`config.mk`:
```
export PLATFORM = sky130hd
export DESIGN_NAME = instr_sequencer
export DESIGN_NICKNAME = d
export VERILOG_FILES = /design/src/rtl/micro_pkg.sv /design/src/rtl/pc_counter.sv /design/src/rtl/instr_sequencer.sv
export SDC_FILE = /design/constraint.sdc
export NUM_CORES = 1
export LEC_CHECK = 0
export CAP_MARGIN = 20
export CORE_MARGIN = 3
export CORE_UTILIZATION = 43
export CTS_CLUSTER_DIAMETER = 50
export DETAILED_ROUTE_END_ITERATION = 12
export PLACE_DENSITY = 0.87
export SLEW_MARGIN = 5
export SYNTH_ARGS = -nofsm -noshare
export SYNTH_HDL_FRONTEND = slang
export SYNTH_SLANG_ARGS = --single-unit
export TNS_END_PERCENT = 50
```
`constraint.sdc`:
```
create_clock -name clk -period 2.1 [get_ports clk]
set_input_delay 0.315 -clock clk [delete_from_list [all_inputs] [get_ports clk]]
set_output_delay 0.315 -clock clk [all_outputs]
set_load 0.02 [all_outputs]
```
`src/rtl/micro_pkg.sv`:
```
// Shared definitions for the micro-CPU front end: sequencer state encoding
// and instruction-register field positions.
package micro_pkg;

   typedef enum logic [1:0] {
      S_IDLE   = 2'd0,
      S_FETCH  = 2'd1,
      S_DECODE = 2'd2,
      S_EXEC   = 2'd3
   } seq_state_t;

   localparam int OPC_HI = 7;
   localparam int OPC_LO = 4;
   localparam int OPR_HI = 3;
   localparam int OPR_LO = 0;

endpackage

```
`src/rtl/pc_counter.sv`:
```
// Loadable program counter; wraps modulo 2^PC_W. Load has priority over increment.
module pc_counter #(
   parameter int PC_W     = 4,
   parameter int RESET_PC = 0
) (
   input  logic            clk,
   input  logic            rst,
   input  logic            i_inc,
   input  logic            i_load,
   input  logic [PC_W-1:0] i_load_val,
   output logic [PC_W-1:0] o_pc
);

   logic [PC_W-1:0] r_pc;

   always_ff @(posedge clk) begin
      if (rst)
         r_pc <= PC_W'(RESET_PC);
      else if (i_load)
         r_pc <= i_load_val;
      else if (i_inc)
         r_pc <= r_pc + 1'b1;
   end

   assign o_pc = r_pc;

endmodule

```
`src/rtl/instr_sequencer.sv`:
```
// Micro-CPU front end: fetch/decode/execute sequencer, IR, PC and condition flag.
// Optional SEQ_JUMP_EN adds a jump input that loads the PC from the operand at T2.
module instr_sequencer
   import micro_pkg::*;
#(
   parameter int PC_W     = 4,
   parameter int RESET_PC = 0
) (
   input  logic            clk,
   input  logic            rst,
   input  logic            run,
   input  logic            step,
   output logic [PC_W-1:0] mem_addr,
   input  logic [7:0]      mem_data,
   output logic [3:0]      opcode,
   output logic [3:0]      operand,
   output logic            T0,
   output logic            T1,
   output logic            T2,
   input  logic            flag_in,
   input  logic            flag_we,
`ifdef SEQ_JUMP_EN
   input  logic            jump,
`endif
   output logic            flag,
   output logic            busy,
   output logic            retire
);

   seq_state_t      r_state, w_state_nxt;
   logic            r_step_mode, w_step_mode_nxt;
   logic [7:0]      r_ir;
   logic            r_flag;
   logic            w_jump;
   logic            w_exec;
   logic [PC_W-1:0] w_pc;

`ifdef SEQ_JUMP_EN
   assign w_jump = jump;
`else
   assign w_jump = 1'b0;
`endif

   assign w_exec = (r_state == S_EXEC);

   always_ff @(posedge clk) begin
      if (rst) begin
         r_state     <= S_IDLE;
         r_step_mode <= 1'b0;
      end else begin
         r_state     <= w_state_nxt;
         r_step_mode <= w_step_mode_nxt;
      end
   end

   // run is only looked at in IDLE and EXEC, so an instruction always completes
   always_comb begin
      w_state_nxt     = r_state;
      w_step_mode_nxt = r_step_mode;
      case (r_state)
         S_IDLE: begin
            if (run) begin
               w_state_nxt     = S_FETCH;
               w_step_mode_nxt = 1'b0;
            end else if (step) begin
               w_state_nxt     = S_FETCH;
               w_step_mode_nxt = 1'b1;
            end
         end
         S_FETCH:  w_state_nxt = S_DECODE;
         S_DECODE: w_state_nxt = S_EXEC;
         S_EXEC: begin
            if (run && !r_step_mode) begin
               w_state_nxt = S_FETCH;
            end else begin
               w_state_nxt     = S_IDLE;
               w_step_mode_nxt = 1'b0;
            end
         end
         default: w_state_nxt = S_IDLE;
      endcase
   end

   always_ff @(posedge clk) begin
      if (rst) begin
         r_ir   <= 8'h00;
         r_flag <= 1'b0;
      end else begin
         if (r_state == S_FETCH)
            r_ir <= mem_data;
         if (w_exec && flag_we)
            r_flag <= flag_in;
      end
   end

   pc_counter #(
      .PC_W     (PC_W),
      .RESET_PC (RESET_PC)
   ) u_pc (
      .clk        (clk),
      .rst        (rst),
      .i_inc      (w_exec && !w_jump),
      .i_load     (w_exec && w_jump),
      .i_load_val (PC_W'(r_ir[OPR_HI:OPR_LO])),
      .o_pc       (w_pc)
   );

   assign mem_addr = w_pc;
   assign opcode   = r_ir[OPC_HI:OPC_LO];
   assign operand  = r_ir[OPR_HI:OPR_LO];
   assign T0       = (r_state == S_FETCH);
   assign T1       = (r_state == S_DECODE);
   assign T2       = w_exec;
   assign busy     = T0 | T1 | T2;
   assign retire   = w_exec;
   assign flag     = r_flag;

endmodule

```
# Word-level counts from Yosys, hierarchy flattened
# Index checks and enable logic that the tools add are counted.
[word_totals]
reg_bits = 16
inputBits = 14
out_inout_bits = 18
wordCells = 27
[op_classes]
n_addsub = 1
n_eq_ne = 5
mux = 8
bitwise_logic = 2
n_reduce_logical = 6
[ops]
columns = ["operator", "count"]
rows = [
  ["$pmux W2 S4", 1],
  ["$add A4 B1 Y4 const B", 1],
  ["$eq A2 B2 Y1 const B", 2],
  ["$mux W1", 4],
  ["$mux W2", 2],
  ["$ne A3 B3 Y1 const B", 1],
  ["$reduce_and A3 Y1", 1],
  ["$eq A2 B1 Y1 const B", 1],
  ["$logic_and A1 B1 Y1", 2],
  ["$logic_not A2 Y1", 1],
  ["$ne A2 B2 Y1 const B", 1],
  ["$or A1 B1 Y1", 2],
  ["$pmux W1 S2", 1],
  ["$reduce_bool A2 Y1", 1],
  ["$logic_not A1 Y1", 1],
]

# Longest topological paths before layout
[logic_depth]
ltp_word = 4
depth_mapped = 5
mapped_depth_nobuf = 5

# Modules after synthesis
# Synthesis repeated with hierarchy kept, for this count alone.
[unflattened]
cells_unflattened = 77
hier_area_um2 = 753.2
[modules_own_cells]
columns = ["mod", "n_inst", "cells_per_inst", "area_each_um2", "seq_area_each_um2"]
rows = [
  ["instr_sequencer", 1, 55, 548.0, 240.2],
  ["pc_counter", 1, 22, 205.2, 80.1],
]

# Worst setup path before layout
# No wires, ideal clock.
[synth_path]
kind = "flip-flop to flip-flop"
startpoint = "reg r_state[1]"
endpoint = "reg r_state[0]"
setup_ns = 0.103
arrival_time_ns = 1.398
required_ns = 1.997
path_slack_ns = 0.599
path_stages_with_launch = 6
n_path_buf = 1
synth_period_minus_slack_ns = 1.501
path_cell_list = "dfxtp_1 -> ha_1 -> buf_2 -> and3b_1 -> nor4_1 -> a2111oi_2"
[synth_via]
elab_chain_len = 2
word_cells_on_any_way = 6
classes_between = "eq/ne (4); mux (1); reduce/logical (1)"
[synth_rtl]
columns = ["item", "line_no", "source"]
rows = [
  ["start: declaration", "instr_sequencer.sv:30", "seq_state_t r_state, w_state_nxt;"],
  ["start signal: assignment", "instr_sequencer.sv:51", "r_state <= w_state_nxt;"],
  ["$eq A2 B2 Y1", "--", ""],
  ["via T2", "instr_sequencer.sv:19", "output logic T2,"],
  ["$pmux W2 S4", "instr_sequencer.sv:60", "case (r_state)"],
]
# The timed path passes the listed nets, and every way through them passes these cells.
# A chain may end at the register's enable or synchronous reset.

# Worst setup path in the final report
[layout_path]
startpoint = "reg r_state[0]"
endpoint = "out T1"
[layout_via]
elab_chain_len = 1
[layout_rtl]
columns = ["item", "line_no", "source"]
rows = [
  ["$eq A2 B2 Y1", "instr_sequencer.sv:112", "assign T1 = (r_state == S_DECODE);"],
  ["end: declaration", "instr_sequencer.sv:18", "output logic T1,"],
]
# No other way between the ends.

==> impl_metrics.json <==
{
  "timing.rr.end": "r_state[0]",
  "wire_per_inst_um": 11.88,
  "h-tree-depth": 1,
  "ys_ff_latch": 16,
  "timing.max_cap.violations": 0,
  "antenna_cells": 0,
  "fillers": 134,
  "dp.cells": 116,
  "grt_usage": 0.1442,
  "grt_max_degree": 17,
  "hold_slack_ps": 455.5,
  "min_period_ps": 1870,
  "seqCellArea_um2": 320.3,
  "avgSynthCellArea_um2": 10.06,
  "cts_made_buffers": 3,
  "ys_seq_area_frac": 0.4483,
  "crit_required_ps": 1780,
  "numClockSinks": 16,
  "clockRootBuffer": "clkbuf_4",
  "io_pins": 32,
  "ys_warn_count": 0,
  "placeableCoreArea_um2": 1541,
  "place_ws_ps": 383.8,
  "clkSlewWorstSetupHoldPaths_ps": 80,
  "clkLatencyLatePin_ps": 270,
  "port_buffers": 31,
  "synth_area_um2": 714.4,
  "p_leak_nw": 0.4330,
  "slew_viol_final": 0,
  "die_area_um2": 2187,
  "vias_per_cell": 4.958,
  "critPathLaunch": "r_state[0]",
  "globalplace.congestion": 0.7201,
  "grt_antenna_before_repair": 0,
  "worstSetupPathType": "reg -> out",
  "drt_iter0_markers": 8,
  "multi_input_area_um2": 361.6,
  "die_w_um": 46.76,
  "syn-num-nets": 91,
  "status": "completed",
  "drtPass1Iterations": 4,
  "worstMarginPinSlew_ps": 576.8,
  "slew_headroom": 0.6143,
  "path_max_fanout": 5,
  "finalPower_mw": 1.137,
  "cts_hold_buffers": 0,
  "hold_violations": 0,
  "vias": 590,
  "rows": 14,
  "final_antenna_net_count": 0,
  "final.period_utilization": 0.8902,
  "synthToLayoutAreaGrowth_pct": 48.86,
  "r2r_cells": 5,
  "first_global_vias": 543,
  "fin_setup_tns_ps": 0,
  "ir_drop_uv": 496.3,
  "start_util": 0.4635,
  "power_density_nw_per_um2": 1069,
  "cts_buffer_depth": 2,
  "grt_util_met3": 0.02299,
  "crit_path_end_kind": "output pin",
  "rsz0062_at_grt": "no",
  "die_h_um": 46.76,
  "instances_no_fill": 119,
  "cts_setup_buffers": 0,
  "cts_resized": 0,
  "nNetsFinal": 125,
  "synth_cell_types": 22,
  "dp_hpwl_um": 1068,
  "placedInstanceArea_um2": 1039,
  "fin_ws_ps": 230.5,
  "remaining_drc_errors": 0,
  "cp-start-kind": "flop",
  "fin_area_um2": 1064,
  "globalRouteOverflowTotal": 0,
  "reg2reg_slack_ps": 500,
  "fin_worst_skew_ps": 1.358,
  "busiest_layer": "met2",
  "grt_pass1_wl_um": 2173,
  "critPathCapture": "T1",
  "hold_path_class": "reg -> reg",
  "min_path_cells": 2,
  "drive_gt1_frac": 0.06796,
  "cp.arrival_ps": 1550,
  "use_met2": 0.2276,
  "fin_util": 0.6899,
  "setup_viol_count_final": 0,
  "worstReg2RegStart": "r_state[0]",
  "syn_inst": 71,
  "timing.fmax_mhz": 534.9,
  "cts_tree": "done",
  "met1_usage": 0.1788,
  "wl_um": 1414
}
-- layout make-up --
type / count / share of cell area
clock buffers: 3 / 0.02118
inverters: 3 / 0.01059
multi-input cells: 48 / 0.3400
flip-flops and latches: 16 / 0.3012
well taps: 16 / 0.01882
repair buffers: 33 / 0.3082
-- power breakdown --
part	internal [mW]	total, mW	switching (mW)	leakage [nW]
Combinational	0.293	0.575	0.281	0.289
Clock	0.0664	0.153	0.0863	0.0138
Sequential	0.365	0.409	0.0446	0.131
-- routing by layer --
metal	up-vias	share of wire
met4	0	0.0085
met3	2	0.057
li1	299	-
met5	-	0
met1	272	0.46
met2	17	0.48
-- logic make-up after synthesis --
kind of cell,after synthesis,share of synthesized area
xor+xnor,3,0.03678
buf+inv,7,0.04553
fa+ha+maj,6,0.1051
simple gates,25,0.1786
compound gates,4,0.04553
flops,16,0.4483
mux,10,0.1401
-- state kept, by name (all words and copies together), names as in the netlist --
signal / cells
flag: 1
r_ir: 8
r_state: 2
r_step_mode: 1
u_pc.o_pc: 4
-- cell usage after synthesis --
master / count / area [µm²]
xnor2_1: 1 / 8.760
nor3_1: 1 / 5.000
buf_4: 1 / 7.510
a21oi_1: 2 / 10.01
nor4_1: 1 / 6.260
a2111oi_2: 1 / 15.01
nand2_1: 4 / 15.01
inv_1: 3 / 11.26
ha_1: 6 / 75.07
xor2_1: 2 / 17.52
dfxtp_1: 16 / 320.3
a21o_1: 1 / 7.510
buf_2: 2 / 10.01
and3b_1: 1 / 8.760
nand3b_1: 1 / 7.510
nor3b_4: 1 / 18.77
nand3_1: 1 / 5.000
nand2b_1: 1 / 6.260
nand4_1: 1 / 6.260
nor2_1: 13 / 48.80
clkbuf_1: 1 / 3.750
mux2i_1: 10 / 100.1
-- placed cells by master, fill, tap and decap left out, types with 2 or more instances in the layout --
| cell type | Yosys | layout |
|---|---|---|
| mux2i_1 | 10 | 10 |
| clkdlybuf4s50_1 | 0 | 30 |
| ha_1 | 6 | 6 |
| nor2_1 | 13 | 13 |
| dfxtp_1 | 16 | 16 |
| clkbuf_4 | 0 | 3 |
| nand2_1 | 4 | 4 |
| a21oi_1 | 2 | 2 |
| xor2_1 | 2 | 2 |
| inv_1 | 3 | 3 |
| buf_4 | 1 | 2 |
-- worst max-delay path: stages (launching register included) --
cell,delay [ps]
dfxtp_1,350
inv_1,160
ha_1,170
clkdlybuf4s50_1,600
-- how the worst min path moves through the flow --
| stage | slack, ps | end | start |
|---|---|---|---|
| 6_report | 460 | flag | flag |
| 5_1_grt | 490 | flag | flag |
| 4_1_cts | 460 | flag | flag |
| 3_5_place_dp | 450 | flag | flag |
| 3_3_place_gp | 440 | flag | flag |
| 2_1_floorplan | 380 | r_state[0] | rst |
Power figures use the tool's default switching activity.
